==> config.mk <==
export PLATFORM = sky130hd
export DESIGN_NAME = real2cpx_serial
export DESIGN_NICKNAME = d
export VERILOG_FILES = /design/src/rtl/real2cpx_serial.sv
export SDC_FILE = /design/constraint.sdc
export NUM_CORES = 1
export LEC_CHECK = 0
export CORE_MARGIN = 10
export CORE_UTILIZATION = 57
export CTS_CLUSTER_SIZE = 16
export DETAILED_ROUTE_END_ITERATION = 10
export GPL_TIMING_DRIVEN = 0
export PLACE_DENSITY = 0.78
export REMOVE_ABC_BUFFERS = 1
export SLEW_MARGIN = 10
export SYNTH_ARGS = -nofsm -noshare
export SYNTH_HDL_FRONTEND = slang
export SYNTH_SLANG_ARGS = --single-unit
==> constraint.sdc <==
create_clock -name clock -period 8.33 [get_ports clock]
set_input_delay 2.0825 -clock clock [delete_from_list [all_inputs] [get_ports clock]]
set_output_delay 2.0825 -clock clock [all_outputs]
set_load 0.02 [all_outputs]
==> src/rtl/real2cpx_serial.sv <==
// real2cpx_serial: turns a real sample stream into an analytic I/Q pair (re = centre tap, im = Hilbert FIR)
// using one shared pre-add/multiply. Define R2C_DROP_CNT_EN to add the saturating drop_cnt output.
//
// state | meaning
// IDLE  | waiting for a sample strobe
// MAC   | one coefficient pair per clock, k = 0..K-1; strobes here are dropped
// OUT   | out_valid high, re/im updated; a new sample may be accepted
module real2cpx_serial #(
    parameter int DW = 12,
    parameter int CW = 12,
    parameter int NTAPS = 15,
    localparam int K = (NTAPS + 1) / 4,
    localparam int AW = (K > 1) ? $clog2(K) : 1,
    localparam int OW = DW + 1
) (
    input  logic                 clock,
    input  logic                 reset,
    input  logic                 en,
    input  logic signed [DW-1:0] in,
    input  logic                 coef_we,
    input  logic [AW-1:0]        coef_addr,
    input  logic signed [CW-1:0] coef_data,
    output logic                 out_valid,
    output logic signed [OW-1:0] re,
    output logic signed [OW-1:0] im,
    output logic                 busy,
    output logic                 overrun
`ifdef R2C_DROP_CNT_EN
    ,
    output logic [7:0]           drop_cnt
`endif
);

    localparam int C    = (NTAPS - 1) / 2;
    localparam int PW   = CW + DW + 1;
    localparam int ACCW = DW + 1 + CW + $clog2(K);
    localparam logic signed [ACCW:0] RND  = (ACCW+1)'(2 ** (CW - 2));
    localparam logic signed [ACCW:0] SMAX = (ACCW+1)'(2 ** (OW - 1) - 1);
    localparam logic signed [ACCW:0] SMIN = (ACCW+1)'(-(2 ** (OW - 1)));

    typedef enum logic [1:0] {IDLE, MAC, OUT} state_t;

    state_t                 state_q, state_d;
    logic [AW-1:0]          k_q;
    logic signed [DW-1:0]   d_q    [NTAPS];
    logic signed [CW-1:0]   coef_q [K];
    logic signed [ACCW-1:0] acc_q;
    logic                   accept;
    logic                   last;

    logic signed [DW:0]     p;
    logic signed [PW-1:0]   prod;
    logic signed [ACCW-1:0] acc_sum;
    logic signed [ACCW:0]   rnd;
    logic signed [ACCW:0]   rnd_sh;
    logic signed [OW-1:0]   im_sat;

    always_ff @(posedge clock or negedge reset) begin
        if (!reset) state_q <= IDLE;
        else        state_q <= state_d;
    end

    always_comb begin
        state_d = state_q;
        accept  = 1'b0;
        last    = 1'b0;
        case (state_q)
            IDLE, OUT: begin
                if (en) begin
                    accept  = 1'b1;
                    state_d = MAC;
                end else begin
                    state_d = IDLE;
                end
            end
            MAC: begin
                if (k_q == AW'(K - 1)) begin
                    last    = 1'b1;
                    state_d = OUT;
                end
            end
            default: state_d = IDLE;
        endcase
    end

    assign busy = (state_q == MAC);

    // Antisymmetric pair around the centre tap, then round-half-up, floor shift and saturate.
    always_comb begin
        p = '0;
        for (int i = 0; i < K; i++) begin
            if (k_q == AW'(i))
                p = OW'(d_q[C - (2 * i + 1)]) - OW'(d_q[C + (2 * i + 1)]);
        end
        prod    = PW'(coef_q[k_q]) * PW'(p);
        acc_sum = acc_q + ACCW'(prod);
        rnd     = (ACCW+1)'(acc_sum) + RND;
        rnd_sh  = rnd >>> (CW - 1);
        if (rnd_sh > SMAX)
            im_sat = {1'b0, {(OW-1){1'b1}}};
        else if (rnd_sh < SMIN)
            im_sat = {1'b1, {(OW-1){1'b0}}};
        else
            im_sat = rnd_sh[OW-1:0];
    end

    always_ff @(posedge clock or negedge reset) begin
        if (!reset) begin
            k_q       <= '0;
            acc_q     <= '0;
            re        <= '0;
            im        <= '0;
            out_valid <= 1'b0;
            overrun   <= 1'b0;
            for (int j = 0; j < NTAPS; j++) d_q[j] <= '0;
            for (int j = 0; j < K; j++) coef_q[j] <= '0;
        end else begin
            out_valid <= last;
            // Writes in OUT land at the accept edge, before the first MAC cycle reads them.
            if (coef_we && !busy) begin
                for (int j = 0; j < K; j++) begin
                    if (coef_addr == AW'(j)) coef_q[j] <= coef_data;
                end
            end
            if (accept) begin
                d_q[0] <= in;
                for (int j = 1; j < NTAPS; j++) d_q[j] <= d_q[j-1];
                acc_q <= '0;
                k_q   <= '0;
            end else if (busy) begin
                acc_q <= acc_sum;
                k_q   <= k_q + 1'b1;
            end
            if (last) begin
                re <= OW'(d_q[C]);
                im <= im_sat;
            end
            if (en && busy) overrun <= 1'b1;
        end
    end

`ifdef R2C_DROP_CNT_EN
    always_ff @(posedge clock or negedge reset) begin
        if (!reset)
            drop_cnt <= '0;
        else if (en && busy && drop_cnt != 8'hFF)
            drop_cnt <= drop_cnt + 8'd1;
    end
`endif

endmodule

# Word level (Yosys, flattened, before mapping)

Index checks and enable logic that the tools add are counted.

$add $sub $neg: 7
Multipliers: 1
Magnitude comparators: 3
Eq/ne operators: 9
Multiplexer cells: 20
Bitwise gates (word level): 1
Reductions and logical operators: 12

Operators with widths:

| kind                                                                              | number |
|---|---|
| 13-bit two-way mux                                                                | 6 |
| 27-bit two-way mux                                                                | 2 |
| 12-bit by 12-bit subtractor with 13-bit output                                    | 4 |
| 27-bit by 12-bit adder with 28-bit output, second input constant                  | 1 |
| 27-bit by 25-bit adder with 27-bit output                                         | 1 |
| 12-bit by 13-bit multiplier with 25-bit output                                    | 1 |
| 12-bit binary-select mux with 2-bit select                                        | 1 |
| 12-bit two-way mux                                                                | 2 |
| 17-bit by 13-bit greater-than comparator with 1-bit output, second input constant | 1 |
| 17-bit by 13-bit < comparator with 1-bit output, second input constant            | 1 |
| 2-bit == test, second input constant                                              | 5 |
| 2-bit AND reduction                                                               | 4 |
| 2-bit by 1-bit == test with 1-bit output, second input constant                   | 3 |
| 2-bit logical NOT                                                                 | 3 |
| 2-bit two-way mux                                                                 | 3 |
| 1-bit two-way mux                                                                 | 5 |
| 2-bit case mux with 2 select lines                                                | 1 |
| 3-bit greater-or-equal comparator, second input constant                          | 1 |
| 2-bit inverter with 3-bit output                                                  | 1 |
| 2-bit by 1-bit adder with 2-bit output, second input constant                     | 1 |
| 1-bit logical AND                                                                 | 2 |
| 2-bit by 1-bit != test with 1-bit output, second input constant                   | 1 |
| 2-bit nonzero test                                                                | 1 |
| 2-bit OR reduction                                                                | 1 |
| 1-bit logical NOT                                                                 | 1 |

Register bits: 286
Output and inout port bits: 29
Word-level logic and storage cells: 79

# Logic depth before layout (Yosys ltp)

Gate-level depths: netlist of run 1.

Depth in word-level cells: 11
Gate-level depth with buffers: 39

# Worst setup path after synthesis of run 1

OpenSTA, ideal clock, no wires.

Path type: register to register
From: register d_q[120] (netlist bit)
To: register im[3]
Setup time: 0.121 ns
Arrival time: 8.871 ns
Path slack: -0.661 ns
Stages on the path, launching flop included: 36
Path buffers: 2
Path through: dfrtp_1 inv_1 ha_1 fa_1 nor2b_1 o21ai_0 a21boi_0 o21ai_0 a21boi_0 o21a_1 or2_2 a31oi_1 nand4_1 a311oi_1 o21ai_0 fa_1 inv_1 fa_1 fa_1 fa_1 fa_1 ha_1 ha_1 clkbuf_1 a21o_1 a221oi_2 nand3_1 o2111ai_2 a211oi_1 xnor2_1 and2b_2 a31o_1 a211o_1 buf_6 nand2_1 a21oi_2

Word-level cells in the longest chain between the ends: 10
Elaborated cells between the ends (all ways): 11
Classes of those cells: add/sub (3); mul (1); order compare (2); mux (5)

Ends and longest elaborated chain:

| element                                            | line | text |
|---|---|---|
| from (decl)                                        | 45   | `logic signed [DW-1:0] d_q [NTAPS];` |
| 12-bit by 12-bit subtractor with 13-bit output (*) | 93   | `p = OW'(d_q[C - (2 * i + 1)]) - OW'(d_q[C + (2 * i + 1)]);` |
| 13-bit two-way mux (*) (3 in series)               | 92   | `if (k_q == AW'(i))` |
| 12-bit by 13-bit multiplier with 25-bit output (*) | 95   | `prod = PW'(coef_q[k_q]) * PW'(p);` |
| 27-bit by 25-bit adder with 27-bit output (*)      | 96   | `acc_sum = acc_q + ACCW'(prod);` |
| 27-bit by 12-bit adder with 28-bit output (*)      | 97   | `rnd = (ACCW+1)'(acc_sum) + RND;` |
| 17-bit by 13-bit < comparator with 1-bit output    | 101  | `else if (rnd_sh < SMIN)` |
| 13-bit two-way mux                                 | 101  |  |
| 13-bit two-way mux (*)                             | 99   | `if (rnd_sh > SMAX)` |
| to (signal assigned)                               | 136  | `im <= im_sat;` |
| to (decl)                                          | 25   | `output logic signed [OW-1:0] im,` |

Every way passes the cells marked *; elsewhere a longest branch is shown, timed or not.
A chain may end at the register's enable or synchronous reset.

# Worst setup path after layout of run 1

From: register d_q[72] (netlist bit)
To: register im[4]

Word-level cells in the longest chain between the ends: 11
Elaborated cells between the ends (all ways): 12
Classes of those cells: add/sub (3); mul (1); order compare (2); mux (6)

Ends and longest elaborated chain:

| element                                            | line |
|---|---|
| 12-bit by 12-bit subtractor with 13-bit output (*) | 93 |
| 13-bit two-way mux (*) (4 in series)               | 92 |
| 12-bit by 13-bit multiplier with 25-bit output (*) | 95 |
| 27-bit by 25-bit adder with 27-bit output (*)      | 96 |
| 27-bit by 12-bit adder with 28-bit output (*)      | 97 |
| 17-bit by 13-bit < comparator with 1-bit output    | 101 |
| 13-bit two-way mux                                 | 101 |
| 13-bit two-way mux (*)                             | 99 |

Marks and branches as above.

==> impl_metrics.yaml, run 1 <==
placed_design:
  gp_congestion: 0.921
  hpwlAfterDp_mm: 38.0
  io_buffer_count: 58
sta:
  tightest_slew_ns: 1.27
  whs_ns: 0.458
  fin_crit_sh: 1.10
  max-slew-margin-rel: 0.151
  period_needed_ns: 9.15
  fmax_mhz: 109
  setup_slack_ns: -0.819
  finalSetupViolations: 14
  hold_viol: 0
  slew_viol_final: 0
  rsz0062_at_grt: "yes"
  skew_ns: 0.0107
clocking:
  cts_buffers: 31
  cts.sinks: 286
  htree_levels: 1
  cts_tree: "yes"
  worstSkewPairLatency_ns: 0.59
  clockBufferDepth: 3
  clk_pin_slew_ns: 0.06
  cts-root-buf: "clkbuf_16"
setup_path:
  slowest_stage: "fa_1"
  cpMostUsedCell: "buf_4"
  crit_family: "adder cells"
  cp-end-kind: "register"
  cp_num_buf_inv: 12
  worstPathArrival_ns: 9.62
  crit_fanout: 12
  path_class: "register to register"
  worstPathRequired_ns: 8.81
  worstSetupStartpointType: "register"
  worst_path_largest_cell_delay_ns: 0.54
synthesis:
  synth.avg_cell_area_um2: 9.35
  synth_flop_cell: "dfrtp_1"
  synthDistinctLibCells: 95
  synth_edf_count: 0
  yosysWarnings: 0
  synth_area_um2: 21300
  ys_async_sr_fraction: 1.00
  ys_seq_area_frac: 0.336
  synth-seq-cells: 286
  postSynthCellCount: 2274
die:
  dieWidth_um: 213
  dieArea_um2: 45400
  start_util: 0.580
  die_h_um: 213
  fp.coreArea_um2: 36700
  fp-row-count: 70
  io_pins: 59
layout:
  area_growth_pct: 18.3
  num-nets-final: 2705
  seq_area_um2: 7160
  mostFrequentLayoutCell: "nand2_1"
  multi_input_area_um2: 13800
  final_util: 0.686
  fillers: 2636
  drive_gt1_frac: 0.167
  final_cell_mix: "nand2_1, dfrtp_1, inv_1"
  antenna_cells: 0
global_route:
  antenna_found_initial: 0
  grt_pass1_wl_mm: 88.7
  grt_pass1_vias: 17000
  gr-total-overflow: 0
  grtUsageTotal: 0.242
  grt_max_degree: 110
run_status:
  violations: "negative setup slack"
  outcome: "complete, but fails checks"
drt:
  first_iter_violations: 1304
  wirelength_mm: 54.4
  drtPass1Iterations: 5
  viasPerCell: 5.79
  ant_nets: 0
  drc: 0
  avgRoutedWirePerCell_um: 19.0
  vias: 16600
worst_hold_path:
  min_path_type: "register to register"
run:
  cap_violations: 0
worst register-to-register path, delay by kind of cell, from the launching register on:
kind | cells | cell delay [ns]
compound gates | 11 | 2.67
fa+ha+maj | 9 | 3.52
buf+inv | 12 | 1.14
flops | 1 | 0.42
simple gates | 7 | 1.26
flip-flops by register name, indices dropped and copies added, names as in the netlist:
name / count
d_q: 180
acc_q: 27
coef_q: 48
k_q: 2
state_q: 2
re: 12
im: 13
overrun: 1
out_valid: 1
logic make-up (layout without fill, tap and decap cells):
kind of cell | Yosys count | count (layout) | share of synthesized area
xor+xnor | 45 | 45 | 0.0185
mux | 71 | 71 | 0.0386
compound gates | 396 | 397 | 0.126
simple gates | 810 | 810 | 0.166
buf+inv | 355 | 469 | 0.0659
flops | 286 | 286 | 0.336
fa+ha+maj | 311 | 311 | 0.249
Yosys cell counts, drive strengths merged, types with 31 or more instances:
cell type  number  share of area
a21oi          68          0.018
clkbuf         79          0.015
dfrtp         286           0.34
fa            187           0.18
ha            124          0.073
inv           260          0.046
mux2           58          0.031
nand2         514          0.091
nor2          116          0.020
nor3           38          0.010
o21ai         165          0.039
xnor2          31          0.013
final timing paths:
check	start	to	slack, ns	cells after the start
max	d_q[72]$_DFFE_PN0P_	im[4]$_DFFE_PN0P_	-0.82	39
min	overrun$_DFFE_PN0P_	overrun$_DFFE_PN0P_	0.46	1
max reg2reg	d_q[72]$_DFFE_PN0P_	im[4]$_DFFE_PN0P_	-0.82	39
min reg2reg	overrun$_DFFE_PN0P_	overrun$_DFFE_PN0P_	0.46	1
max in group asynchronous	reset	d_q[140]$_DFFE_PN0P_	5.49	3
min in group asynchronous	reset	re[1]$_DFFE_PN0P_	1.47	1
per-layer routing:
metal  share of wire  up-vias  GRT usage  routed length, um
met5               0        -          0                  0
met4           0.031        0     0.0684               1700
met3           0.062      130     0.0364               3380
met2            0.48      548      0.394              26100
met1            0.43     8275      0.331              23200
li1                -     7602          -                  -
timing repair:
action / 4_1_cts / 5_1_grt
cloned: 1 / 1
pin swaps: 66 / 56
hold buffers: 0 / 0
buffers inserted: 52 / 27
endpoints found under the setup margin: 30 / 26
resized for setup: 156 / 75
metrics by stage:
| stage | setup TNS, ns | cells | worst slack, ns | area [um^2] |
|---|---|---|---|---|
| global route | -15.69 | 2857 | -1.17 | 25200 |
| finish | -10.03 | 2857 | -0.819 | 25200 |
| detailed placement | -53.21 | 2718 | -2.79 | 22300 |
| floorplan | -70.81 | 2179 | -2.30 | 20800 |
| global placement | -2765.34 | 2705 | -9.53 | 22000 |
| CTS | -8.53 | 2829 | -0.736 | 24600 |
cell type report:
type / count / share of cell area
clock buffer: 44 / 0.0356
timing repair buffer: 151 / 0.0600
sequential: 286 / 0.285
inverter: 260 / 0.0393
clock inverter: 14 / 0.00990
multi-input combinational: 1634 / 0.547
tap: 468 / 0.0233
Power of run 1 is not shown: default switching activity piles up to over one toggle a cycle in this logic, so the estimate is an artifact.
==> run 2: changes to the inputs <==
- ABC_AREA: unset -> 1
==> impl_metrics.yaml, run 2 <==
global_route:
  grt_pass1_vias: 17200
  gr-total-overflow: 0
  grt_pass1_wl_mm: 88.3
  grt_max_degree: 106
  grtUsageTotal: 0.241
  antenna_found_initial: 1
clocking:
  cts_tree: "yes"
  cts-root-buf: "clkbuf_16"
  htree_levels: 2
  clk_pin_slew_ns: 0.06
  worstSkewPairLatency_ns: 0.56
  hold_buffers: 0
  cts.sinks: 286
  clockBufferDepth: 3
  cts_buffers: 35
setup_path:
  worstSetupStartpointType: "register"
  slowest_stage: "fa_1"
  crit_family: "adder cells"
  cpMostUsedCell: "nand2_1"
  worstSetupPathDepth: 42
  cp_num_buf_inv: 6
  worst_path_largest_cell_delay_ns: 0.60
  path_class: "register to register"
  cp-end-kind: "register"
  crit_fanout: 12
  worstPathRequired_ns: 8.76
  reg2reg_depth: 42
  worstPathArrival_ns: 8.51
sta:
  skew_ns: 0.0364
  slew_viol_final: 0
  max-slew-margin-rel: 0.292
  finalSetupViolations: 0
  hold_viol: 0
  fmax_mhz: 124
  tightest_slew_ns: 1.06
  fin_crit_sh: 0.970
  period_needed_ns: 8.08
placed_design:
  place_inst: 3063
  hpwlAfterDp_mm: 39.7
  gp_congestion: 0.956
  io_buffer_count: 58
layout:
  reg.largest.list: "d_q: 180 flops, coef_q: 48 flops, acc_q: 27 flops"
  top_register: "d_q"
  num-nets-final: 3035
  final_cells: 3187
  drive_gt1_frac: 0.145
  area_growth_pct: 18.5
  mostFrequentLayoutCell: "nand2_1"
  largest_register_ffs: 180
  final_cell_mix: "nand2_1, inv_1, dfrtp_1"
  antenna_cells: 0
  fillers: 2890
drt:
  avgRoutedWirePerCell_um: 17.3
  drtPass1Iterations: 5
  first_iter_violations: 1564
  vias: 17500
  ant_nets: 0
  wirelength_mm: 55.3
  viasPerCell: 5.49
  drc: 0
run_status:
  outcome: "complete, no violations"
run:
  cap_violations: 0
die:
  die_h_um: 214
  start_util: 0.581
  io_pins: 59
  fp.coreArea_um2: 36800
  dieWidth_um: 214
  fp-row-count: 70
  dieArea_um2: 45600
synthesis:
  synth_top_cell_by_area: "dfrtp_1"
  yosysMostFrequentCell: "nand2_1"
  synth.avg_cell_area_um2: 8.20
  synth_area_um2: 21400
  synthDistinctLibCells: 52
  yosysWarnings: 0
  ys_async_sr_fraction: 1.00
  synth_common_cells: "nand2_1, inv_1, dfrtp_1"
  synth_top_area_frac: 0.335
  synth_edf_count: 0
  synth-seq-cells: 286
  postSynthCellCount: 2605
  ys_seq_area_frac: 0.335
  synth_area_leaders: "dfrtp_1, fa_1, nand2_1, inv_1, ha_1"
  synth_flop_cell: "dfrtp_1"
worst_hold_path:
  hold_depth: 1
  min_path_type: "register to register"
## run 2: changes by cell type after synthesis, sizes merged, moves of 27 or more
cell,change
a21oi,+116
inv,+210
mux2,-56
nand2,+86
nand3,+41
nor2,+99
o21ai,+64
xnor2,-27
## run 2: cell families after synthesis
logic type,count (synthesis),synth area share
and+or+nand+nor,957,0.189
buffers and inverters,553,0.0981
DFF,286,0.335
muxes,2,0.00105
adders and majority gates,311,0.248
AOI/OAI and AO/OA,471,0.119
xor gates and xnor gates,25,0.0103
## run 2: worst paths after layout
kind	from	slack [ns]	endpoint
setup / recovery	d_q[24]$_DFFE_PN0P_	0.25	im[8]$_DFFE_PN0P_
setup reg to reg	d_q[24]$_DFFE_PN0P_	0.25	im[8]$_DFFE_PN0P_
hold reg to reg	overrun$_DFFE_PN0P_	0.45	overrun$_DFFE_PN0P_
max in group asynchronous	reset	5.68	k_q[0]$_DFFE_PN0P_
hold / removal	overrun$_DFFE_PN0P_	0.45	overrun$_DFFE_PN0P_
min in group asynchronous	reset	1.47	d_q[82]$_DFFE_PN0P_
## run 2: timing repair
item / in CTS / in global routing
resized for setup: 70 / 179
gates cloned: 2 / 1
pin swaps: 11 / 85
buffers inserted: 20 / 39
setup endpoints to repair: 28 / 13
## run 2: metrics by stage
| step | setup slack [ns] | hold slack (ns) | TNS (ns) | cell area, um^2 | util |
|---|---|---|---|---|---|
| after floorplan | -0.926 | 0.445 | -23.59 | 21000 | - |
| after global placement | -7.05 | 0.439 | -2473.24 | 22200 | 0.604 |
| after detailed placement | -2.25 | 0.444 | -42.26 | 22400 | 0.610 |
| after CTS | 0.000971 | 0.457 | 0 | 24100 | 0.656 |
| after global routing | -0.135 | 0.483 | -1.23 | 25300 | 0.688 |
| final | 0.248 | 0.453 | 0 | 25300 | 0.688 |
## run 2: area by class of cell
type                    instances  area (um^2)  area share
clock inverters                14          191     0.00756
multi-input cells            1767        13200       0.522
flip-flops and latches        286         7160       0.283
repair inverters                2         12.5    0.000494
repair buffers                128         1310      0.0516
inverters                     474         1810      0.0717
clock buffers                  48         1020      0.0405
well taps                     468          586      0.0231
## run 2: worst register-to-register path: cells and delay by family (launching register included)
family | cells | cell delay [ns]
adders and majority gates | 9 | 3.73
and+or+nand+nor | 21 | 2.31
AOI/OAI and AO/OA | 6 | 0.97
buffers and inverters | 6 | 0.59
DFF | 1 | 0.39
## run 2: layer usage
| metal | routed length [um] | up-vias | track usage |
|---|---|---|---|
| met5 | 0 | - | 0 |
| li1 | - | 8311 | - |
| met2 | 25500 | 551 | 0.374 |
| met3 | 3870 | 91 | 0.0415 |
| met1 | 24700 | 8559 | 0.346 |
| met4 | 1240 | 0 | 0.0604 |
Power of run 2 is left out for the same reason.
